==> config.mk <==
export PLATFORM = sky130hd
export DESIGN_NAME = pd_axis_engine
export DESIGN_NICKNAME = d
export VERILOG_FILES = /design/src/rtl/pd_axis_engine.sv
export SDC_FILE = /design/constraint.sdc
export NUM_CORES = 1
export LEC_CHECK = 0
export CORE_ASPECT_RATIO = 0.6
export CORE_MARGIN = 4
export CORE_UTILIZATION = 60
export DETAILED_ROUTE_END_ITERATION = 8
export GPL_TIMING_DRIVEN = 0
export PLACE_DENSITY = 0.89
export SLEW_MARGIN = 20
export SYNTH_ARGS = -nofsm -noshare
export SYNTH_HDL_FRONTEND = slang
export SYNTH_SLANG_ARGS = --single-unit
==> constraint.sdc <==
create_clock -name clk -period 17.2 [get_ports clk]
set_input_delay 5.16 -clock clk [delete_from_list [all_inputs] [get_ports clk]]
set_output_delay 5.16 -clock clk [all_outputs]
set_load 0.02 [all_outputs]
==> src/rtl/pd_axis_engine.sv <==
// pd_axis_engine: multi-axis PD term engine sharing one arithmetic slice across axes.
// Optional HIST_PRIME_EN: fill an axis's history with its first error so the first dterm is 0.
module pd_axis_engine #(
   parameter int NUM_AXES      = 3,
   parameter int IN_W          = 16,
   parameter int ERR_W         = 10,
   parameter int DDIFF_W       = 6,
   parameter int DTERM_GAIN    = 7,
   parameter int DTERM_W       = 12,
   parameter int D_QUEUE_DEPTH = 4
) (
   input  logic                        clk,
   input  logic                        rst,
   input  logic                        vld,
   input  logic [NUM_AXES*IN_W-1:0]    act,
   input  logic [NUM_AXES*IN_W-1:0]    des,
   input  logic                        clr_hist,
   output logic                        rdy,
   output logic [NUM_AXES*ERR_W-1:0]   pterm,
   output logic [NUM_AXES*DTERM_W-1:0] dterm,
   output logic                        out_vld
);
   localparam int IW = (NUM_AXES > 1) ? $clog2(NUM_AXES) : 1;
   localparam logic signed [IN_W:0] E_HI = {{(IN_W-ERR_W+2){1'b0}}, {(ERR_W-1){1'b1}}};
   localparam logic signed [IN_W:0] E_LO = {{(IN_W-ERR_W+2){1'b1}}, {(ERR_W-1){1'b0}}};
   localparam logic signed [ERR_W:0] D_HI = {{(ERR_W-DDIFF_W+2){1'b0}}, {(DDIFF_W-1){1'b1}}};
   localparam logic signed [ERR_W:0] D_LO = {{(ERR_W-DDIFF_W+2){1'b1}}, {(DDIFF_W-1){1'b0}}};
   localparam logic signed [DTERM_W-1:0] GAIN = DTERM_W'(DTERM_GAIN);
   typedef enum logic [1:0] {IDLE, CALC, DONE} state_t;
   state_t                      state_q, state_d;
   logic [IW-1:0]               idx_q, idx_d;
   logic [NUM_AXES*IN_W-1:0]    act_q, act_d, des_q, des_d;
   logic [NUM_AXES*ERR_W-1:0]   pstg_q, pstg_d, pterm_q, pterm_d;
   logic [NUM_AXES*DTERM_W-1:0] dstg_q, dstg_d, dterm_q, dterm_d;
   logic                        out_vld_q, out_vld_d, rdy_q, rdy_d;
   logic signed [ERR_W-1:0]     hist_q [NUM_AXES][D_QUEUE_DEPTH];
   logic signed [ERR_W-1:0]     hist_d [NUM_AXES][D_QUEUE_DEPTH];
   logic signed [IN_W:0]        err_w;
   logic signed [ERR_W-1:0]     err_sat, prev, p_ax;
   logic signed [ERR_W:0]       dd_w;
   logic signed [DDIFF_W-1:0]   dd_sat;
   logic signed [DTERM_W-1:0]   d_ax;
   logic [IN_W-1:0]             act_i, des_i;
   logic                        fill;
`ifdef HIST_PRIME_EN
   logic [NUM_AXES-1:0]         primed_q, primed_d;
   assign fill = ~primed_q[idx_q];
`else
   assign fill = 1'b0;
`endif
   assign act_i   = act_q[idx_q*IN_W +: IN_W];
   assign des_i   = des_q[idx_q*IN_W +: IN_W];
   assign err_w   = $signed({act_i[IN_W-1], act_i}) - $signed({des_i[IN_W-1], des_i});
   assign err_sat = (err_w > E_HI) ? ERR_W'(E_HI) : (err_w < E_LO) ? ERR_W'(E_LO) : ERR_W'(err_w);
   assign p_ax    = (err_sat >>> 1) + (err_sat >>> 3);
   // An unprimed axis compares against itself, giving a zero derivative kick.
   assign prev    = fill ? err_sat : hist_q[idx_q][D_QUEUE_DEPTH-1];
   assign dd_w    = $signed({err_sat[ERR_W-1], err_sat}) - $signed({prev[ERR_W-1], prev});
   assign dd_sat  = (dd_w > D_HI) ? DDIFF_W'(D_HI) : (dd_w < D_LO) ? DDIFF_W'(D_LO) : DDIFF_W'(dd_w);
   assign d_ax    = DTERM_W'(dd_sat) * GAIN;
   always_comb begin
      state_d   = state_q;
      idx_d     = idx_q;
      act_d     = act_q;
      des_d     = des_q;
      pstg_d    = pstg_q;
      dstg_d    = dstg_q;
      pterm_d   = pterm_q;
      dterm_d   = dterm_q;
      hist_d    = hist_q;
      out_vld_d = 1'b0;
`ifdef HIST_PRIME_EN
      primed_d  = primed_q;
`endif
      case (state_q)
         IDLE: begin
            if (clr_hist) begin
               for (int a = 0; a < NUM_AXES; a++)
                  for (int j = 0; j < D_QUEUE_DEPTH; j++) hist_d[a][j] = '0;
`ifdef HIST_PRIME_EN
               primed_d = '0;
`endif
            end
            if (vld) begin
               act_d   = act;
               des_d   = des;
               idx_d   = '0;
               state_d = CALC;
            end
         end
         CALC: begin
            pstg_d[idx_q*ERR_W +: ERR_W]     = p_ax;
            dstg_d[idx_q*DTERM_W +: DTERM_W] = d_ax;
            for (int j = D_QUEUE_DEPTH-1; j > 0; j--)
               hist_d[idx_q][j] = fill ? err_sat : hist_q[idx_q][j-1];
            hist_d[idx_q][0] = err_sat;
`ifdef HIST_PRIME_EN
            primed_d[idx_q] = 1'b1;
`endif
            idx_d   = idx_q + 1'b1;
            state_d = (idx_q == IW'(NUM_AXES-1)) ? DONE : CALC;
         end
         DONE: begin
            pterm_d   = pstg_q;
            dterm_d   = dstg_q;
            out_vld_d = 1'b1;
            state_d   = IDLE;
         end
         default: state_d = IDLE;
      endcase
      rdy_d = (state_d == IDLE);
   end
   always_ff @(posedge clk) begin
      if (rst) begin
         state_q   <= IDLE;
         idx_q     <= '0;
         act_q     <= '0;
         des_q     <= '0;
         pstg_q    <= '0;
         dstg_q    <= '0;
         pterm_q   <= '0;
         dterm_q   <= '0;
         out_vld_q <= 1'b0;
         rdy_q     <= 1'b1;
         for (int a = 0; a < NUM_AXES; a++)
            for (int j = 0; j < D_QUEUE_DEPTH; j++) hist_q[a][j] <= '0;
`ifdef HIST_PRIME_EN
         primed_q  <= '0;
`endif
      end else begin
         state_q   <= state_d;
         idx_q     <= idx_d;
         act_q     <= act_d;
         des_q     <= des_d;
         pstg_q    <= pstg_d;
         dstg_q    <= dstg_d;
         pterm_q   <= pterm_d;
         dterm_q   <= dterm_d;
         out_vld_q <= out_vld_d;
         rdy_q     <= rdy_d;
         hist_q    <= hist_d;
`ifdef HIST_PRIME_EN
         primed_q  <= primed_d;
`endif
      end
   end
   assign rdy     = rdy_q;
   assign pterm   = pterm_q;
   assign dterm   = dterm_q;
   assign out_vld = out_vld_q;
endmodule

Word-level counts from Yosys, hierarchy flattened
Cells that the tools add are included.
{ "word_totals": {"register_bits": 354, "input_bits": 100, "output_inout_bits": 68, "word_cells": 85} }
{ "op_classes": {"n_addsub": 6, "multipliers": 3, "n_lt_le_gt_ge": 6, "n_eq_ne": 5, "n_shift": 6, "muxes": 29, "bitwise": 1, "n_reduce_logical": 7} }
{ "op_table": {"columns": ["op", "n"], "rows": [
  ["$bwmux 120", 4],
  ["$demux 40 s2", 4],
  ["$pmux 120 s2", 1],
  ["$mux 120", 1],
  ["$mux 40", 3],
  ["$shiftx 48x7->16", 2],
  ["$bmux 40 s2", 1],
  ["$neg 6->34", 2],
  ["$bwmux 36", 1],
  ["$shift 12x34->36 const A", 1],
  ["$shiftx 12x34->36", 1],
  ["$shift 10x34->30 const A", 1],
  ["$shiftx 10x34->30", 1],
  ["$bwmux 30", 1],
  ["$mux 10", 3],
  ["$mux 30", 1],
  ["$mux 20", 1],
  ["$gt 17x10->1 const B", 1],
  ["$lt 17x10->1 const B", 1],
  ["$sub 16x16->17", 1],
  ["$mux 6", 2],
  ["$gt 11x6->1 const B", 1],
  ["$lt 11x6->1 const B", 1],
  ["$sub 10x10->11", 1],
  ["other kinds (18)", 26]
]} }

Longest topological paths before layout
{ "depth": {"depth_word": 12, "depth_mapped": 41, "ltp_nobuf": 38} }

Worst setup path after synthesis
OpenSTA, ideal clock, no wires.
{ "synth_timing": {"path_type": "reg-to-reg", "startpoint": "register idx_q[0]", "endpoint": "register dstg_q[18]", "setup_time_ps": 74, "arrival_ps": 9170, "t_required_ps": 17126, "slack_ps": 7956, "path_stages_with_launch": 40, "n_path_buf": 6, "period_less_slack_ps": 9244, "path_cell_list": "dfxtp_1 clkbuf_1 clkbuf_1 clkbuf_1 clkbuf_1 mux2i_1 nor2_1 a21oi_1 ha_1 buf_6 and2_4 a221o_1 or4_1 o32a_1 a222oi_1 a21oi_1 buf_6 o21ai_2 (+4 left out) or4_1 o311a_1 nor4_1 a21oi_1 o21ai_0 ha_1 inv_1 fa_1 inv_1 ha_1 a21o_1 a21oi_1 nor2b_1 o21a_1 o21a_1 a41oi_1 a21boi_0 o21ai_0"} }
{ "synth_between": {"elab_chain_cells": 12, "elab_cells_between_ends": 22, "classes_between": "add/sub (3); mul (2); order compare (4); shift (4); mux (8); bitwise (1)"} }
{ "synth_rtl": {"columns": ["element", "line", "text"], "rows": [
  ["from (decl)", "31", "logic [IW-1:0] idx_q, idx_d;"],
  ["from (signal assigned)", "132", "idx_q <= idx_d;"],
  ["$shiftx 48x7->16 (on tied branches)", "51, 52", null],
  ["$sub 16x16->17", "53", "assign err_w = $signed({act_i[IN_W-1], act_i}) - $signed({des_i[IN_W-1], des_i});"],
  ["$lt 17x10->1", "54", "assign err_sat = (err_w > E_HI) ? ERR_W'(E_HI) : (err_w < E_LO) ? ERR_W'(E_LO) : ERR_W'(err_w);"],
  ["$mux 10 (2 in series)", "54", null],
  ["$sub 10x10->11", "58", "assign dd_w = $signed({err_sat[ERR_W-1], err_sat}) - $signed({prev[ERR_W-1], prev});"],
  ["$lt 11x6->1", "59", "assign dd_sat = (dd_w > D_HI) ? DDIFF_W'(D_HI) : (dd_w < D_LO) ? DDIFF_W'(D_LO) : DDIFF_W'(dd_w);"],
  ["$mux 6 (2 in series)", "59", null],
  ["$mul 6x4->10", "60", "assign d_ax = DTERM_W'(dd_sat) * GAIN;"],
  ["$shiftx 12x34->36", "93", "dstg_d[idx_q*DTERM_W +: DTERM_W] = d_ax;"],
  ["$bwmux 36 (*)", "93", null],
  ["to (signal assigned)", "136", "dstg_q <= dstg_d;"],
  ["to (decl)", "34", "logic [NUM_AXES*DTERM_W-1:0] dstg_q, dstg_d, dterm_q, dterm_d;"]
]} }
Every way passes the cells marked *; elsewhere a longest branch is shown, timed or not. The select of a mux whose other input is x is not followed.
A chain may end at the register's enable or synchronous reset.

Final worst setup path
{ "layout_timing": {"startpoint": "register idx_q[0]", "endpoint": "register dstg_q[17]"} }
The elaborated chain is that of the path after synthesis.

==> metrics.md <==
| Metric | Value |
|---|---|
| Run status | complete, no violations |
| Clock Root Buffer | clkbuf_16 |
| Critical Setup Path Class | reg2reg |
| Fmax | just over 80 MHz |
| Crit path from | idx_q[0] |
| CTS Hold Buffers Added | 0 |
| Drt total wl | around 55 mm |
| Final Max Tran Viols | 0 |
| Commonest cells in the netlist | 453 x nand2_1, 354 x dfxtp_1, 238 x a21oi_1, 173 x nor2_1, 124 x clkbuf_1 |
| First drt pass iteration count | 6 |
| Max-slew headroom | between 20% and 30% |
| Final worst path period share | 71.79% |
| Worst EP required | about 18 ns |
| Final nets | approximately 2,400 |
| Max clock buf depth | 3 |
| CP Depth | 37 |
| FFs w/ async S/R, synth | 0% |
| Antenna viol nets, final | 0 |
| CP max stage delay | 0.64 ns |
| Worst skew pair latency | 0.60 ns |
| Inserted Clock Buffers | 31 |
| Main synth FF type | dfxtp_1 |
| Worst setup EP type | flop |
| Pin count of the biggest net entering global routing | 17 |
| Min Hold Slack | roughly 0.44 ns |
| Vias/cell | ~6.3 |
| Reg2reg start | idx_q[0] |
| Synth top area cells | dfxtp_1 43%, nand2_1 10%, a21oi_1 7.3%, mux2i_1 4.8%, a22oi_1 4.3% |
| Area leader, netlist | dfxtp_1 |
| R2r setup slk | 4.85 ns |
| EDFF count, synth | 0 |
| Worst-path clk slew | 0.07 ns |
| Sink Count | between 300 and 400 |
| Worst-path fanout max | 10 |
| CP endpoint | dstg_q[17] |
| Clk_skew | around 0.011 ns |
| Post-synth top area share | ~43% |
| Resize count post-CTS | 0 |
| Initial core utilization | 61.32% |
| Initial DRC Count | 2,457 |
| GRT met2 Usage | approximately 50% |
| HP Class | reg2reg |
| Slowest-stage cell, CP | clkbuf_1 |
| Detailed placement HPWL | 41.91 mm |
| Die W | ~220 um |
| First-pass GRT wire length | about 85 mm |
| Delay-heaviest family, CP | compound AO/OA/AOI/OAI gates |
| Hold Vio Cnt, Final | 0 |
| Die Y | approximately 140 um |
| Synthesized instance count | slightly above 2,000 |
| CTS tree | built |
| Leakage | a little over 7 nW |
| Power Density | around 170 mW/mm2 |
| Worst Tran Pin Value | roughly 1.1 ns |
| Wirelength per Cell | about 21 um |
| Placer congestion estimate | around 1.0 |
| H-tree depth | 1 |
| DRC | 0 |
| Post-synth cell types | 79 |
| Setup tns final | 0 ns |
| Seq/Total Area, Yosys | a little over two fifths |
| Met1 Use GR | between 50% and 60% |
| Final setup vio count | 0 |
| Yosys warns | 0 |
| Antenna diode count | 0 |
| Site Rows | between 40 and 50 |
| Most frequent cell after synthesis | nand2_1 |
| Tot GR Track Use | about 35% |
| GR peak layer | met1 |
| Total gr overflow | 0 |
| Peak VDD IR | 0.0003150 V |
| Fin util | between 70 and 80% |
| Cells on worst reg2reg path | 37 |
| Layout cells sized above 1 | around 3.4% |
| Yosys reg bits | about 350 |
| Die Area | around 0.030 mm2 |
| Met3 track demand over resource | between 10 and 15% |
| Crit path buffers/inverters | 7 |
| Area Growth Syn to Fin | 19.03% |
| IO buf count | 167 |
| Cell Area, Synth | 0.01630 mm2 |
| Number of global-route vias before repair | 15,180 |
| Mapped Nets | approximately 2,200 |
| Max-cap violations | 0 |
| Core Footprint | ~0.027 mm2 |
| Worst EP arrival | between 10 and 15 ns |
| I/O pins | 168 |
| Via count | 16,450 |
| Final Critical Period | about 12 ns |
| Avg Inst Size Synth | about 8 um2 |
| Initial antenna violation count | 2 |
| RSZ-0062 raised after global routing | no |
| # Post-CTS Setup Buffers | 0 |
| Crit Reg-Reg Endpoint | dstg_q[17] |
| Crit start category | flop |
-- flip-flops by register name, indices dropped and copies added (netlist names) --
signal and flops:
hist_q 120, act_q 48, des_q 48, dstg_q 36, dterm 36, pstg_q 30, pterm 30, idx_q 2
state_q 2, out_vld 1, rdy 1
-- layout make-up --
class / count / area, um2
plain buffers: 149 / 613.1
flip-flops and latches: 354 / 7087
multi-input cells: 1476 / 8476
clock inverters: 8 / 90.09
well taps: 360 / 450.4
repair buffers: 167 / 1672
clock buffers: 44 / 884.6
fillers: 2086 / 7183
inverters: 36 / 135.1
-- how the worst min path moves through the flow --
stage	start	to	slack [ns]	depth (start not counted)
5_1_grt	dterm[34]	dterm[34]	0.47	2
4_1_cts	dstg_q[29]	dstg_q[29]	0.44	2
6_report	dstg_q[29]	dstg_q[29]	0.44	2
2_1_floorplan	dstg_q[29]	dstg_q[29]	0.42	2
3_3_place_gp	dstg_q[30]	dstg_q[30]	0.43	2
3_5_place_dp	dstg_q[29]	dstg_q[29]	0.44	2
-- layout by cell type, fill, tap and decap left out, types with 9 or more instances in the layout --
| cell | Yosys | layout |
|---|---|---|
| clkdlybuf4s50_1 | 0 | 167 |
| mux2i_1 | 78 | 78 |
| o21ai_0 | 74 | 74 |
| o22ai_1 | 20 | 20 |
| nand2_1 | 453 | 453 |
| clkbuf_16 | 0 | 31 |
| a21o_1 | 13 | 13 |
| ha_1 | 51 | 51 |
| xor2_1 | 12 | 12 |
| nor2b_1 | 14 | 14 |
| nand2b_1 | 12 | 12 |
| dfxtp_1 | 354 | 354 |
| xnor2_1 | 10 | 10 |
| a31oi_1 | 11 | 11 |
| a22oi_1 | 94 | 94 |
| nor3_1 | 23 | 23 |
| inv_1 | 35 | 35 |
| a22o_1 | 35 | 35 |
| nand3_1 | 21 | 21 |
| a21oi_1 | 238 | 238 |
| o21a_1 | 9 | 9 |
| nor2_1 | 173 | 173 |
| clkbuf_1 | 124 | 131 |
| buf_1 | 16 | 16 |
-- per-layer routing --
layer	share of wire, %	vias to the layer above
li1	-	7405
met1	42	7798
met2	41	1119
met3	15	124
met4	2.2	4
met5	0.056	-
-- worst register-to-register path, delay by kind of cell (launching register included) --
kind	cells	cell delay, ns
AO/OA/AOI/OAI	16	4.97
buffers and inverters	7	2.38
AND/OR/NAND/NOR	7	2.07
adder cells (fa/ha/maj)	5	1.76
multiplexers	1	0.49
flip-flops	1	0.38
XOR/XNOR	1	0.23
-- stage by stage --
step / setup slack [ns] / instance area [um2] / total power, mW / instances
final: 4.852 / 19410 / 3.332 / 2594
after global routing: 4.215 / 19410 / 3.496 / 2594
after CTS: 5.285 / 19410 / 3.252 / 2594
after detailed placement: 5.394 / 18430 / 2.557 / 2542
after global placement: 5.249 / 18430 / 2.505 / 2542
after floorplan: 7.956 / 16300 / 2.052 / 2015
-- kinds of logic after synthesis --
kind of cell	Yosys count	share of synthesized area, %
compound gates	567	21.99
xor+xnor	22	1.182
fa+ha+maj	58	4.773
buf+inv	185	4.589
flops	354	43.47
mux	79	4.858
simple gates	750	19.14
-- power breakdown --
group	internal, mW	switching [mW]
logic	0.599	1.17
clock network	0.373	0.318
registers	0.850	0.0172
total	1.82	1.51
(Power assumes the default switching activity.)
